File: config.mk
export PLATFORM = sky130hd
export DESIGN_NAME = wrf_rsp_drain
export DESIGN_NICKNAME = d
export VERILOG_FILES = /design/src/rtl/ase_ccip_pkg.sv /design/src/rtl/wrf_rsp_drain.sv
export SDC_FILE = /design/constraint.sdc
export NUM_CORES = 1
export LEC_CHECK = 0
export ABC_AREA = 1
export BUFFER_PORTS_ARGS = -buffer_cell sky130_fd_sc_hd__buf_2
export CAP_MARGIN = 5
export CORE_AREA = 4 4 463 465
export DETAILED_ROUTE_END_ITERATION = 8
export DIE_AREA = 0 0 467 469
export GPL_TIMING_DRIVEN = 1
export HOLD_SLACK_MARGIN = 0.06
export SYNTH_ARGS = -nofsm -noshare
export SYNTH_HDL_FRONTEND = slang
export SYNTH_SLANG_ARGS = --single-unit
File: constraint.sdc
create_clock -name clk -period 1.8 [get_ports clk]
set_input_delay 0 -clock clk [delete_from_list [all_inputs] [get_ports clk]]
set_output_delay 0 -clock clk [all_outputs]
set_load 0.02 [all_outputs]
File: src/rtl/ase_ccip_pkg.sv
// Shared CCI-P model types: request/response headers, response type codes and
// the response-drain FSM state encoding.
package ase_ccip_pkg;

  localparam int CCIP_DATA_WIDTH = 512;

  localparam logic [3:0] ASE_RD_RSP      = 4'h0;
  localparam logic [3:0] ASE_WR_RSP      = 4'h1;
  localparam logic [3:0] ASE_WRFENCE_RSP = 4'h4;

  typedef struct packed {
    logic [1:0]  vc;
    logic [1:0]  rsvd;
    logic [1:0]  clen;
    logic [3:0]  reqtype;
    logic [41:0] addr;
    logic [15:0] mdata;
  } TxHdr_t;

  typedef struct packed {
    logic [1:0]  vc_used;
    logic        hitmiss;
    logic        format;
    logic [1:0]  clnum;
    logic [3:0]  resptype;
    logic [15:0] mdata;
  } RxHdr_t;

  typedef enum logic [1:0] {
    IDLE  = 2'd0,
    WAIT  = 2'd1,
    DELAY = 2'd2,
    EMIT  = 2'd3
  } rsp_drain_state_t;

  // Multi-line VH write beat that must be collapsed into one response.
  function automatic logic isPackedWrRsp(input RxHdr_t hdr);
    return (hdr.resptype == ASE_WR_RSP) && hdr.format;
  endfunction

endpackage

File: src/rtl/wrf_rsp_drain.sv
// Drains the in-order write/read/fence channel one entry at a time, applies a
// programmable response latency and emits Rx responses on C0 (reads) or C1.
module wrf_rsp_drain
  import ase_ccip_pkg::*;
#(
  parameter int COUNT_WIDTH   = 8,
  parameter int RSP_CNT_WIDTH = 32
) (
  input  logic                       clk,
  input  logic                       rst_n,
  input  logic [COUNT_WIDTH-1:0]     lat_cfg,
  input  logic                       ch_empty,
  input  logic                       ch_valid,
  input  TxHdr_t                     ch_txhdr,
  input  RxHdr_t                     ch_rxhdr,
  input  logic [CCIP_DATA_WIDTH-1:0] ch_data,
  output logic                       ch_read_en,
  input  logic                       rsp_stall,
  output logic                       c0_valid,
  output logic                       c1_valid,
  output RxHdr_t                     rx_hdr,
  output logic [CCIP_DATA_WIDTH-1:0] rx_data,
  output logic                       busy,
  output logic                       pack_error,
  output logic [RSP_CNT_WIDTH-1:0]   rsp_cnt
);

  localparam logic [COUNT_WIDTH-1:0]   LAT_ONE = {{(COUNT_WIDTH-1){1'b0}}, 1'b1};
  localparam logic [RSP_CNT_WIDTH-1:0] CNT_ONE = {{(RSP_CNT_WIDTH-1){1'b0}}, 1'b1};

  rsp_drain_state_t           state_q;
  RxHdr_t                     rx_hdr_q;
  logic [CCIP_DATA_WIDTH-1:0] rx_data_q;
  logic [1:0]                 beat_cnt_q;
  logic [COUNT_WIDTH-1:0]     lat_cnt_q;
  logic [RSP_CNT_WIDTH-1:0]   rsp_cnt_q;
  logic                       pack_error_q;

  logic is_pk_beat;
  logic pk_absorb;
  logic rsp_is_rd;
  logic unused_txhdr;

  assign is_pk_beat   = isPackedWrRsp(ch_rxhdr);
  assign pk_absorb    = is_pk_beat && (beat_cnt_q < ch_rxhdr.clnum);
  assign rsp_is_rd    = (rx_hdr_q.resptype == ASE_RD_RSP);
  assign unused_txhdr = ^ch_txhdr;

  always_ff @(posedge clk or negedge rst_n) begin
    if (!rst_n) begin
      state_q      <= IDLE;
      rx_hdr_q     <= '0;
      rx_data_q    <= '0;
      beat_cnt_q   <= 2'd0;
      lat_cnt_q    <= '0;
      rsp_cnt_q    <= '0;
      pack_error_q <= 1'b0;
    end else begin
      case (state_q)
        IDLE: begin
          if (!ch_empty) state_q <= WAIT;
        end
        WAIT: begin
          if (!ch_valid) begin
            state_q <= IDLE;
          end else if (pk_absorb) begin
            beat_cnt_q <= beat_cnt_q + 2'd1;
            state_q    <= IDLE;
          end else begin
            rx_hdr_q   <= ch_rxhdr;
            rx_data_q  <= ch_data;
            beat_cnt_q <= 2'd0;
            if (!is_pk_beat && (beat_cnt_q != 2'd0)) pack_error_q <= 1'b1;
            // The capture cycle is the first latency cycle; the counter holds
            // the remaining DELAY cycles.
            if (lat_cfg <= LAT_ONE) begin
              state_q <= EMIT;
            end else begin
              lat_cnt_q <= lat_cfg - LAT_ONE;
              state_q   <= DELAY;
            end
          end
        end
        DELAY: begin
          if (lat_cnt_q == LAT_ONE) state_q <= EMIT;
          else lat_cnt_q <= lat_cnt_q - LAT_ONE;
        end
        EMIT: begin
          if (!rsp_stall) begin
            rsp_cnt_q <= rsp_cnt_q + CNT_ONE;
            state_q   <= IDLE;
          end
        end
        default: state_q <= IDLE;
      endcase
    end
  end

  assign ch_read_en = rst_n && (state_q == IDLE) && !ch_empty;
  assign c0_valid   = (state_q == EMIT) && rsp_is_rd && !rsp_stall;
  assign c1_valid   = (state_q == EMIT) && !rsp_is_rd && !rsp_stall;
  assign rx_hdr     = rx_hdr_q;
  assign rx_data    = rx_data_q;
  assign busy       = (state_q != IDLE) || (beat_cnt_q != 2'd0);
  assign pack_error = pack_error_q;
  assign rsp_cnt    = rsp_cnt_q;

endmodule
==> impl_metrics.tcl <==
set metrics [dict create \
    status "complete, but fails checks" \
    violations "setup timing" \
    synth_nets 3372 \
    holdPathStages 9 \
    clk_latency_ns 0.70 \
    critPathBufInv 6 \
    hold_start "lat_cfg[1]" \
    final_util 0.2469 \
    hold_ws_ns 0.08377 \
    setup_slack_ns -0.1420 \
    grt_max_degree 91 \
    r2r_end "rx_data[33]" \
    placementRows 168 \
    ys_ff_latch 583 \
    nNetsFinal 5595 \
    hold_viol_final 0 \
    slowest_stage "dfrtp_1" \
    cts_tree "yes" \
    period_needed_ns 1.942 \
    grt_antenna_before_repair 80 \
    io_pins 1194 \
    peakVddDrop_mv 1.153 \
    r2r_cells 10 \
    ys_seq_area_frac 0.6099 \
    routabilityCongestion 0.9473 \
    clkSlewWorstSetupHoldPaths_ns 0.06 \
    initial_core_util 0.1141 \
    routedWlPerCell_um 26.98 \
    die_area_um2 219000 \
    avgSynthCellArea_um2 8.711 \
    cp_max_fo 6 \
    die_x_um 467 \
    slew_headroom 0.6563 \
    yosysWarnings 0 \
    drcViolationCount 0 \
    setup.worst_path.start_class "register" \
    min_path_type "primary input to register" \
    cts_buffers 74 \
    cp-end-kind "register" \
    fin_tns_setup_ns -15.88 \
    drive_gt1_frac 0.4113 \
    arrival_ns 2.51 \
    clock_path_buffers 3 \
    finalCritPeriodShare 1.079 \
    slew_violations 0 \
    crit_top_cell "buf_12" \
    drt-total-wl_um 212800 \
    synthCells 2746 \
    core_um2 209600 \
    power_density_nw_per_um2 1608 \
    h-tree-depth 3 \
    hpwlAfterDp_um 140700 \
    timing.fmax_ghz 0.5149 \
    io_buffers 1125 \
    drtAntennaViolNets 0 \
    vias_per_cell 4.060 \
    grt_pass1_vias 30572 \
    cts.sinks 583 \
    grt_pass1_wl_um 244600 \
    skew_ns 0.04106 \
    die_h_um 469 \
    rsz0062_at_grt "true" \
    critPathRequiredTime_ns 2.37 \
    gr-usage-all-layers 0.1608 \
    finalSetupViolations 329 \
    path_cells "nor3b_4, buf_6, buf_12, nand2_8, buf_16, buf_12, clkbuf_16, buf_12, nand2_2, nand2_1" \
    stdcell_count 7887 \
    tightest_slew_ns 0.5156 \
    rrSetupSlack_ns -0.14 \
    yosysUniqueCellTypes 28 \
    drtIter0Drc 2454 \
    syn_area_um2 23920 \
    drtPass1Iterations 5 \
    p_total_w 0.08319 \
    synthToLayoutAreaGrowth_pct 116.3 \
    vias 32024 \
    grt_overflow 0 \
    drv_cap 0 \
    critPathKind "register to register" \
    placed_cells 6629 \
    max_stage_delay_ns 0.41 \
    cp_top_family "buffers and inverters" \
    cts_root_buffer "clkbuf_16" \
    p_leak_nw 25.83 \
    hold_end "lat_cnt_q[2]" \
]
[state kept, by name, summed over array words and instances (netlist names), named ones only]
register / cells
beat_cnt_q: 2
lat_cnt_q: 8
pack_error: 1
rsp_cnt: 32
rx_data: 512
rx_hdr: 26
state_q: 1
[worst min-delay path, delay by kind of cell]
kind                       cells  cell delay, ns
AOI/OAI and AO/OA              1            0.05
adders and majority gates      1            0.19
and+or+nand+nor                5            0.36
buffers and inverters          2            0.14
[routing by layer]
layer  vias up  share of wire  GRT usage
li1      13396              -          -
met1     15436           0.33     0.1638
met2      2494           0.45     0.2560
met3       689           0.15    0.09352
met4         9          0.074    0.09428
met5         -         0.0016          0
[cell usage in the layout (no fill, tap or decap), drive strengths merged, types with 11 or more instances in the layout]
cell         instances
nor2                70
o21ai               15
nand3              579
buf               1350
diode               56
dfrtp              583
xor2                11
nand4               15
nand2             1199
clkbuf             178
dlygate4sd3        897
clkinv              22
inv                 67
[repair_timing]
item,CTS,global route
pin swaps,7,52
endpoints found under the setup margin,236,456
hold buffers,896,6
setup buffers,21,22
endpoints found under the hold margin,1165,5
gates resized for setup,88,721
gates cloned,20,113
[worst max-delay path by stage]
stage / slack (ns) / end / cells past startpoint / from
after floorplan: 0.11 / rx_data[355] / 8 / beat_cnt_q[1]
after global placement: -0.07 / rx_data[72] / 9 / beat_cnt_q[1]
after detailed placement: -0.05 / rx_data[42] / 9 / beat_cnt_q[1]
after CTS: -0.31 / c0_valid / 3 / rx_hdr[19]
after global routing: -0.25 / c1_valid / 4 / rx_hdr[17]
final: -0.14 / rx_data[33] / 10 / register
[metrics by stage]
| stage | setup slack, ns | area (um^2) |
|---|---|---|
| 4_1_cts | -0.3142 | 46420 |
| 3_5_place_dp | -0.05208 | 33770 |
| 5_1_grt | -0.2462 | 51710 |
| 2_1_floorplan | 0.1058 | 23920 |
| 6_report | -0.1420 | 51740 |
| 3_3_place_gp | -0.07153 | 33770 |
[power breakdown]
part	switching (W)	internal [W]	leakage (nW)
Combinational	0.0286	0.0149	17.3
Sequential	0.00479	0.0190	7.31
Clock	0.00674	0.00914	1.26
[cell families after synthesis]
kind of cell	Yosys count	share of synthesized area
AND/OR/NAND/NOR	1871	0.3271
flip-flops	583	0.6099
multiplexers	1	0.0004184
AO/OA/AOI/OAI	21	0.004655
adder cells (fa/ha/maj)	7	0.003661
buffers and inverters	243	0.04702
XOR/XNOR	20	0.007323
[area by class of cell]
class / count / area, um^2
fill: 21766 / 157800
timing repair buffer: 2328 / 20120
sequential: 583 / 14590
multi-input combinational: 1920 / 10600
tap: 2805 / 3510
clock buffer: 100 / 2132
clock inverter: 33 / 417.9
inverter: 62 / 235.2
antenna: 56 / 140.1
[cell usage after synthesis]
cell type | count | area, um^2
nand2_1 | 1196 | 4489
dfrtp_1 | 583 | 14590
nand3_1 | 577 | 2888
buf_2 | 94 | 470.5
nor2_1 | 69 | 259.0
clkbuf_1 | 61 | 229.0
inv_1 | 60 | 225.2
nand4_1 | 15 | 93.84
o21ai_0 | 15 | 75.07
buf_1 | 12 | 45.04
buf_6 | 12 | 135.1
xor2_1 | 11 | 96.34
xnor2_1 | 9 | 78.83
ha_1 | 7 | 87.58
nor3_1 | 4 | 20.02
a21oi_1 | 3 | 15.01
nand2_2 | 3 | 18.77
inv_2 | 2 | 7.510
nand3_2 | 2 | 20.02
nor3b_1 | 2 | 15.01
o21bai_1 | 2 | 15.01
buf_4 | 1 | 7.510
clkbuf_2 | 1 | 5.000
mux2i_1 | 1 | 10.01
nor2_2 | 1 | 6.260
o22ai_1 | 1 | 6.260
or2_2 | 1 | 6.260
or4_1 | 1 | 7.510
Power figures use the tool's default switching activity.
